**src/rtl/cnn_result_streamer.sv**
```systemverilog
// Streams the cnn_engine result feature map out of its synchronous-read RAM as a
// valid/ready stream, using a 2-entry prefetch FIFO to hide the 1-cycle read latency.
module cnn_result_streamer #(
  parameter int OUT_W  = 6,
  parameter int OUT_H  = 6,
  parameter int DATA_W = 32,
  parameter int ADDR_W = 6
) (
  input  logic              clk,
  input  logic              rst_n,
  input  logic              done_in,
  output logic              rd_en,
  output logic [ADDR_W-1:0] rd_addr,
  input  logic [DATA_W-1:0] rd_data,
  output logic              m_valid,
  input  logic              m_ready,
  output logic [DATA_W-1:0] m_data,
  output logic              m_last,
  output logic              busy,
  output logic              drained,
  output logic [1:0]        dbg_state
);

  localparam int N  = OUT_W * OUT_H;
  localparam int CW = ADDR_W + 1;

  // Stream handshake: a word moves when m_valid && m_ready at posedge; while
  // m_valid is high and m_ready low, m_data and m_last do not change.
  typedef enum logic [1:0] {
    S_IDLE   = 2'd0,
    S_STREAM = 2'd1,
    S_FINISH = 2'd2
  } state_t;

  state_t            r_state;
  state_t            w_next_state;
  logic              r_done_q;
  logic [CW-1:0]     r_issue_cnt;
  logic [CW-1:0]     r_out_cnt;
  logic [DATA_W-1:0] r_buf [2];
  logic              r_rd_ptr;
  logic              r_wr_ptr;
  logic [1:0]        r_count;
  logic              r_inflight;

  logic              w_trigger;
  logic              w_pop;
  logic              w_last_xfer;
  logic [2:0]        w_credit;

  assign w_trigger   = (r_state == S_IDLE) && done_in && !r_done_q;
  assign m_valid     = (r_count != 2'd0);
  assign m_data      = r_buf[r_rd_ptr];
  assign m_last      = m_valid && (r_out_cnt == CW'(N - 1));
  assign w_pop       = m_valid && m_ready;
  assign w_last_xfer = w_pop && (r_out_cnt == CW'(N - 1));

  // A word leaving this cycle frees its slot in time for a read issued now,
  // which is what lets the stream run at one beat per cycle.
  assign w_credit = {1'b0, r_count} + {2'b00, r_inflight} - {2'b00, w_pop};
  assign rd_en    = (r_state == S_STREAM) && (r_issue_cnt < CW'(N)) && (w_credit < 3'd2);
  assign rd_addr  = r_issue_cnt[ADDR_W-1:0];

  assign busy      = (r_state == S_STREAM);
  assign drained   = (r_state == S_FINISH);
  assign dbg_state = r_state;

  always_comb begin
    w_next_state = r_state;
    case (r_state)
      S_IDLE:   if (w_trigger) w_next_state = S_STREAM;
      S_STREAM: if (w_last_xfer) w_next_state = S_FINISH;
      S_FINISH: w_next_state = S_IDLE;
      default:  w_next_state = S_IDLE;
    endcase
  end

  always_ff @(posedge clk or negedge rst_n) begin
    if (!rst_n) begin
      r_state     <= S_IDLE;
      r_done_q    <= 1'b0;
      r_issue_cnt <= '0;
      r_out_cnt   <= '0;
      r_buf[0]    <= '0;
      r_buf[1]    <= '0;
      r_rd_ptr    <= 1'b0;
      r_wr_ptr    <= 1'b0;
      r_count     <= 2'd0;
      r_inflight  <= 1'b0;
    end else begin
      r_state  <= w_next_state;
      r_done_q <= done_in;
      if (w_trigger) begin
        r_issue_cnt <= '0;
        r_out_cnt   <= '0;
        r_rd_ptr    <= 1'b0;
        r_wr_ptr    <= 1'b0;
        r_count     <= 2'd0;
        r_inflight  <= 1'b0;
      end else begin
        r_inflight <= rd_en;
        if (rd_en) r_issue_cnt <= r_issue_cnt + 1'b1;
        if (r_inflight) begin
          r_buf[r_wr_ptr] <= rd_data;
          r_wr_ptr        <= ~r_wr_ptr;
        end
        if (w_pop) begin
          r_rd_ptr <= ~r_rd_ptr;
          if (!w_last_xfer) r_out_cnt <= r_out_cnt + 1'b1;
        end
        case ({r_inflight, w_pop})
          2'b10:   r_count <= r_count + 2'd1;
          2'b01:   r_count <= r_count - 2'd1;
          default: r_count <= r_count;
        endcase
      end
    end
  end

endmodule

```
**config.mk**
```make
export PLATFORM = sky130hd
export DESIGN_NAME = cnn_result_streamer
export DESIGN_NICKNAME = d
export VERILOG_FILES = /design/src/rtl/cnn_result_streamer.sv
export SDC_FILE = /design/constraint.sdc
export NUM_CORES = 1
export LEC_CHECK = 0
export CORE_MARGIN = 10
export CORE_UTILIZATION = 47
export DETAILED_ROUTE_END_ITERATION = 8
export GPL_TIMING_DRIVEN = 0
export PLACE_DENSITY = 0.77
export SLEW_MARGIN = 10
export SYNTH_ARGS = -nofsm -noshare
export SYNTH_HDL_FRONTEND = slang
export SYNTH_SLANG_ARGS = --single-unit
export TNS_END_PERCENT = 30
```
**constraint.sdc**
```tcl
create_clock -name clk -period 2.9 [get_ports clk]
set_input_delay 0.58 -clock clk [delete_from_list [all_inputs] [get_ports clk]]
set_output_delay 0.58 -clock clk [all_outputs]
set_load 0.05 [all_outputs]
```
[Word-level counts from Yosys, hierarchy flattened]
Cells that the tools add are included.
Storage, ports and cells
  flip-flop bits (word level): 86
  output and inout bits: 45
  input bits: 36
Operators by class
  bitwise logic cells: 5
  order comparisons: 5
  reduce and logical (&&, ||, !) cells: 18
  muxes and demuxes: 21
  $add $sub $neg: 6
  equal/unequal tests: 8
Operators with widths (count)
  32-bit 2-to-1 mux: 4
  64-bit bitwise mux: 1
  7-bit 2-to-1 mux: 5
  32-bit demux with 1-bit select: 1
  7-bit by 1-bit adder with 7-bit output, second input constant: 2
  1-bit logical AND: 8
  2-bit case mux with 2 select lines: 2
  2-bit nonzero test: 4
  7-bit by 6-bit equality test with 1-bit output, second input constant: 1
  7-bit by 6-bit < comparator with 1-bit output, second input constant: 1
  2-bit 2-to-1 mux: 3
  2-bit AND reduction: 3
  1-bit 2-to-1 mux: 5
  2-bit by 1-bit equality test with 1-bit output, second input constant: 2
  2-bit equality test, second input constant: 2
  2-bit greater-or-equal comparator, second input constant: 2
  2-bit != test, second input constant: 2
  1-bit NOT with 2-bit output: 2
  2-bit by 1-bit adder with 3-bit output: 1
  3-bit by 2-bit < comparator with 1-bit output, second input constant: 1
  1-bit NOT: 3
  3-bit nonzero test: 1
  3-bit by 1-bit subtractor with 3-bit output: 1
  2-bit by 1-bit adder with 2-bit output, second input constant: 1
  other kinds (5): 5

[Depth between registers and ports, before layout]
  word-level depth: 7
  depth in mapped cells: 10
  mapped depth without buffers: 8

[Worst setup path after synthesis]
No wires, ideal clock.
  path type: register to output
  start point: reg r_count[1]
  end point: out rd_en
  required time: 2.320 ns
  data arrival time: 2.830 ns
  path slack: -0.510 ns
  path buffers: 2
  stages on the path, launching flop included: 9
  path through: dfrtp_1 -> o21ai_0 -> clkbuf_1 -> ha_1 -> nand2b_1 -> fa_1 -> and4bb_2 -> and3_1 -> clkbuf_1
On the way
  word-level cells in the longest chain between the ends: 5
  elaborated cells on any way between the ends: 6
  those cells by class: add/sub (2); order compare (1); reduce/logical (3)
Ends and longest elaborated chain
  start, declared: line 43  | logic [1:0] r_count;
  start signal, assigned: line 112  | 2'b10: r_count <= r_count + 2'd1;
  start signal, assigned: line 113  | 2'b01: r_count <= r_count - 2'd1;
  start signal, assigned: line 114  | default: r_count <= r_count;
  parallel branches: the longest is 2 deep, another holds 2-bit by 1-bit adder with 3-bit output
  3-bit by 1-bit subtractor with 3-bit output *: line 60  | assign w_credit = {1'b0, r_count} + {2'b00, r_inflight} - {2'b00, w_pop};
  3-bit by 2-bit < comparator with 1-bit output *: line 61  | assign rd_en = (r_state == S_STREAM) && (r_issue_cnt < CW'(N)) && (w_credit < 3'd2);
  1-bit logical AND *: line 61
  end, declared: line 12  | output logic rd_en,
Mark *: on every way between the ends.

[Worst setup path in the final report]
Same ends and word-level chain as after synthesis.

==> qor.csv <==
metric,value,unit
Ports,81,
crit path cell chain,o21ai_4 -> ha_4 -> nand2b_4 -> fa_1 -> and4bb_2 -> and3_4 -> buf_8,
vias in the first global route,2796,
clk slew on worst S/H paths,0.09,ns
violation count after the first detailed-route iteration,66,
Via density,5.16,
Num CTS Buffers,9,
post-layout minimum cycle time,2.95,ns
Slew Limit Fails,0,
Max-slew headroom,46.3,%
CTS sink cnt,86,
"EDFF count, synth",0,
RSZ-0062 raised after global routing,yes,
DRC viols,0,
status,"complete, but fails checks",
Critical Path Fanout Max,2,
post-route insts no fill,498,
Synth top area share,52.8,%
CP required,2.32,ns
area grow syn2layout,31.0,%
period utilisation layout,102,%
Total Nets Final,429,
"count leader, synth",dfrtp_1,
peak per-stage delay on the critical path,0.48,ns
deepest clock path buffer count,2,
largest net degree at the start of global routing,62,
Mapped Cells,290,
Die ar.,12800,um^2
Final WS setup,-0.0515,ns
kind of path behind the tightest hold check,input port to asynchronous set/reset pin,
H-tree depth,3,
initial antenna violation count,0,
cts-stage hold buffer count,0,
DR vias,2571,
ys flop type,dfrtp_1,
DIE WIDTH,113,um
grt total ovfl,0,
"area leader, netlist",dfrtp_1,
FP Rows,33,
final hold vios,0,
post-synthesis cell area,4080,um^2
starting density of the core,48.9,%
WP data arrival,2.37,ns
Seq cells post-synth,86,
PortBufs,80,
Max Clock Skew,0.0128,ns
top post-synthesis cells by count,"dfrtp_1 (86), mux2_2 (64), mux2_4 (30)",
crit path kind,register to output port,
Root Buffer,clkbuf_8,
final wirelength,8.63,mm
routed len/inst,17.3,um
DR pass1 iterations,4,
Worst-Margin Slew,0.794,ns
clk_lat worst skew,0.34,ns
Synth warnings,0,
"Seq/Total Area, Yosys",52.8,%
Startpoint Class,register,
violated checks,negative setup slack,
CTS tree,yes,
distinct cell type count after synthesis,40,
All-Layer GR Usage,13.6,%
most area-consuming cells after synthesis,"dfrtp_1 (53%), mux2_2 (18%), mux2_4 (11%), buf_6 (1.7%), xnor2_1 (1.5%)",
"Setup violations, final",1,
layout cells sized above 1,37.7,%
first-pass GRT wire length,14.3,mm
Max-Cap Viols,0,
post-synth net total,331,
Critical Path Slowest Stage Cell,fa_1,
antenna diode count,0,
Critical Path End Type,output port,
die extent in y,113,um
Core ar.,8340,um^2
syn_area_per_cell,14.1,um^2
fraction of registers with async set/reset,100,%
Antenna Nets Post-Route,0,
Worst R2R Setup Slack,0.49,ns
DP HPWL,6.07,mm
RD Place Congestion,0.749,
Cell Count Post-Placement,476,
Max Freq,339,MHz
## worst paths after layout
check / startpoint / end / cells past startpoint
worst max-delay path: r_count[1]$_DFFE_PN0P_ / rd_en / 7
worst min-delay path: rst_n / r_done_q$_DFF_PN0_ / 1
worst max register to register: r_count[1]$_DFFE_PN0P_ / r_issue_cnt[4]$_DFFE_PN0P_ / 9
worst min register to register: r_buf[5]$_DFFE_PN0P_ / r_buf[5]$_DFFE_PN0P_ / 1
max in group asynchronous: rst_n / r_buf[49]$_DFFE_PN0P_ / 2
min in group clk: r_buf[5]$_DFFE_PN0P_ / r_buf[5]$_DFFE_PN0P_ / 1
## registers in the layout (all words and copies together) (netlist names)
name and count:
r_rd_ptr 1, r_done_q 1, r_buf 64, r_inflight 1
dbg_state 2, r_issue_cnt 7, r_wr_ptr 1, r_out_cnt 7
r_count 2
## layout make-up
| cell class | instances | area, um^2 |
|---|---|---|
| multi-input combinational | 180 | 1810 |
| tap | 105 | 131 |
| fill | 641 | 3000 |
| clock buffer | 11 | 131 |
| inverter | 4 | 15.0 |
| sequential | 86 | 2150 |
| clock inverter | 5 | 106 |
| timing repair buffer | 89 | 853 |
| buffer | 18 | 143 |
## critical path, delay by kind of cell, from the launching register on
kind / cells / cell delay, ns
fa+ha+maj: 2 / 0.70
simple gates: 3 / 0.56
flops: 1 / 0.44
compound gates: 1 / 0.19
buf+inv: 1 / 0.14
## timing repair
item	in CTS	in global routing
pin swaps	2	3
resized for setup	49	1
setup endpoints to repair	31	1
setup buffers	7	1
## per-layer routing
layer  vias to the layer above  routed length (um)  share of wire, %  track usage, %
met2                        48                4410                51            22.9
met1                      1305                3690                43            16.2
met4                         0                  70              0.81            4.31
met3                         7                 462               5.4            4.17
li1                       1211                   -                 -               -
met5                         -                   0                 0               0
## through the flow
step           hold slack [ns]  util (%)  instance area (um^2)  worst slack (ns)  TNS (ns)
4_1_cts                  0.139      63.8                  5320           -0.0789   -0.0789
2_1_floorplan            0.284         -                  4090            0.0507         0
3_3_place_gp             0.462      60.3                  5030             -1.83   -159.24
6_report                 0.142      64.0                  5340           -0.0515   -0.0515
5_1_grt                  0.142      64.0                  5340            -0.129    -0.129
3_5_place_dp             0.479      60.6                  5050             -1.35     -2.40
## placed cells by master (no fill, tap or decap), drive strengths merged, types with 5 or more instances in the layout
master | Yosys | final
o21ai | 5 | 5
xnor2 | 7 | 7
inv | 4 | 5
nand3 | 5 | 5
mux2 | 96 | 96
clkbuf | 7 | 16
nor2 | 15 | 15
buf | 13 | 24
clkdlybuf4s50 | 0 | 47
nand2 | 8 | 8
dlygate4sd2 | 0 | 30
dfrtp | 86 | 86
## logic make-up after synthesis
group                    Yosys count  share of synthesized area (%)
multiplexers                      99                           30.0
flip-flops                        86                           52.8
AND/OR/NAND/NOR                   51                           7.03
buffers and inverters             24                           3.96
AO/OA/AOI/OAI                     15                           2.33
XOR/XNOR                          10                           2.15
adder cells (fa/ha/maj)            5                           1.72
Power is left out: the tool's default activity adds up to more than one toggle a clock period on the data nets, which glitch-free logic cannot reach.
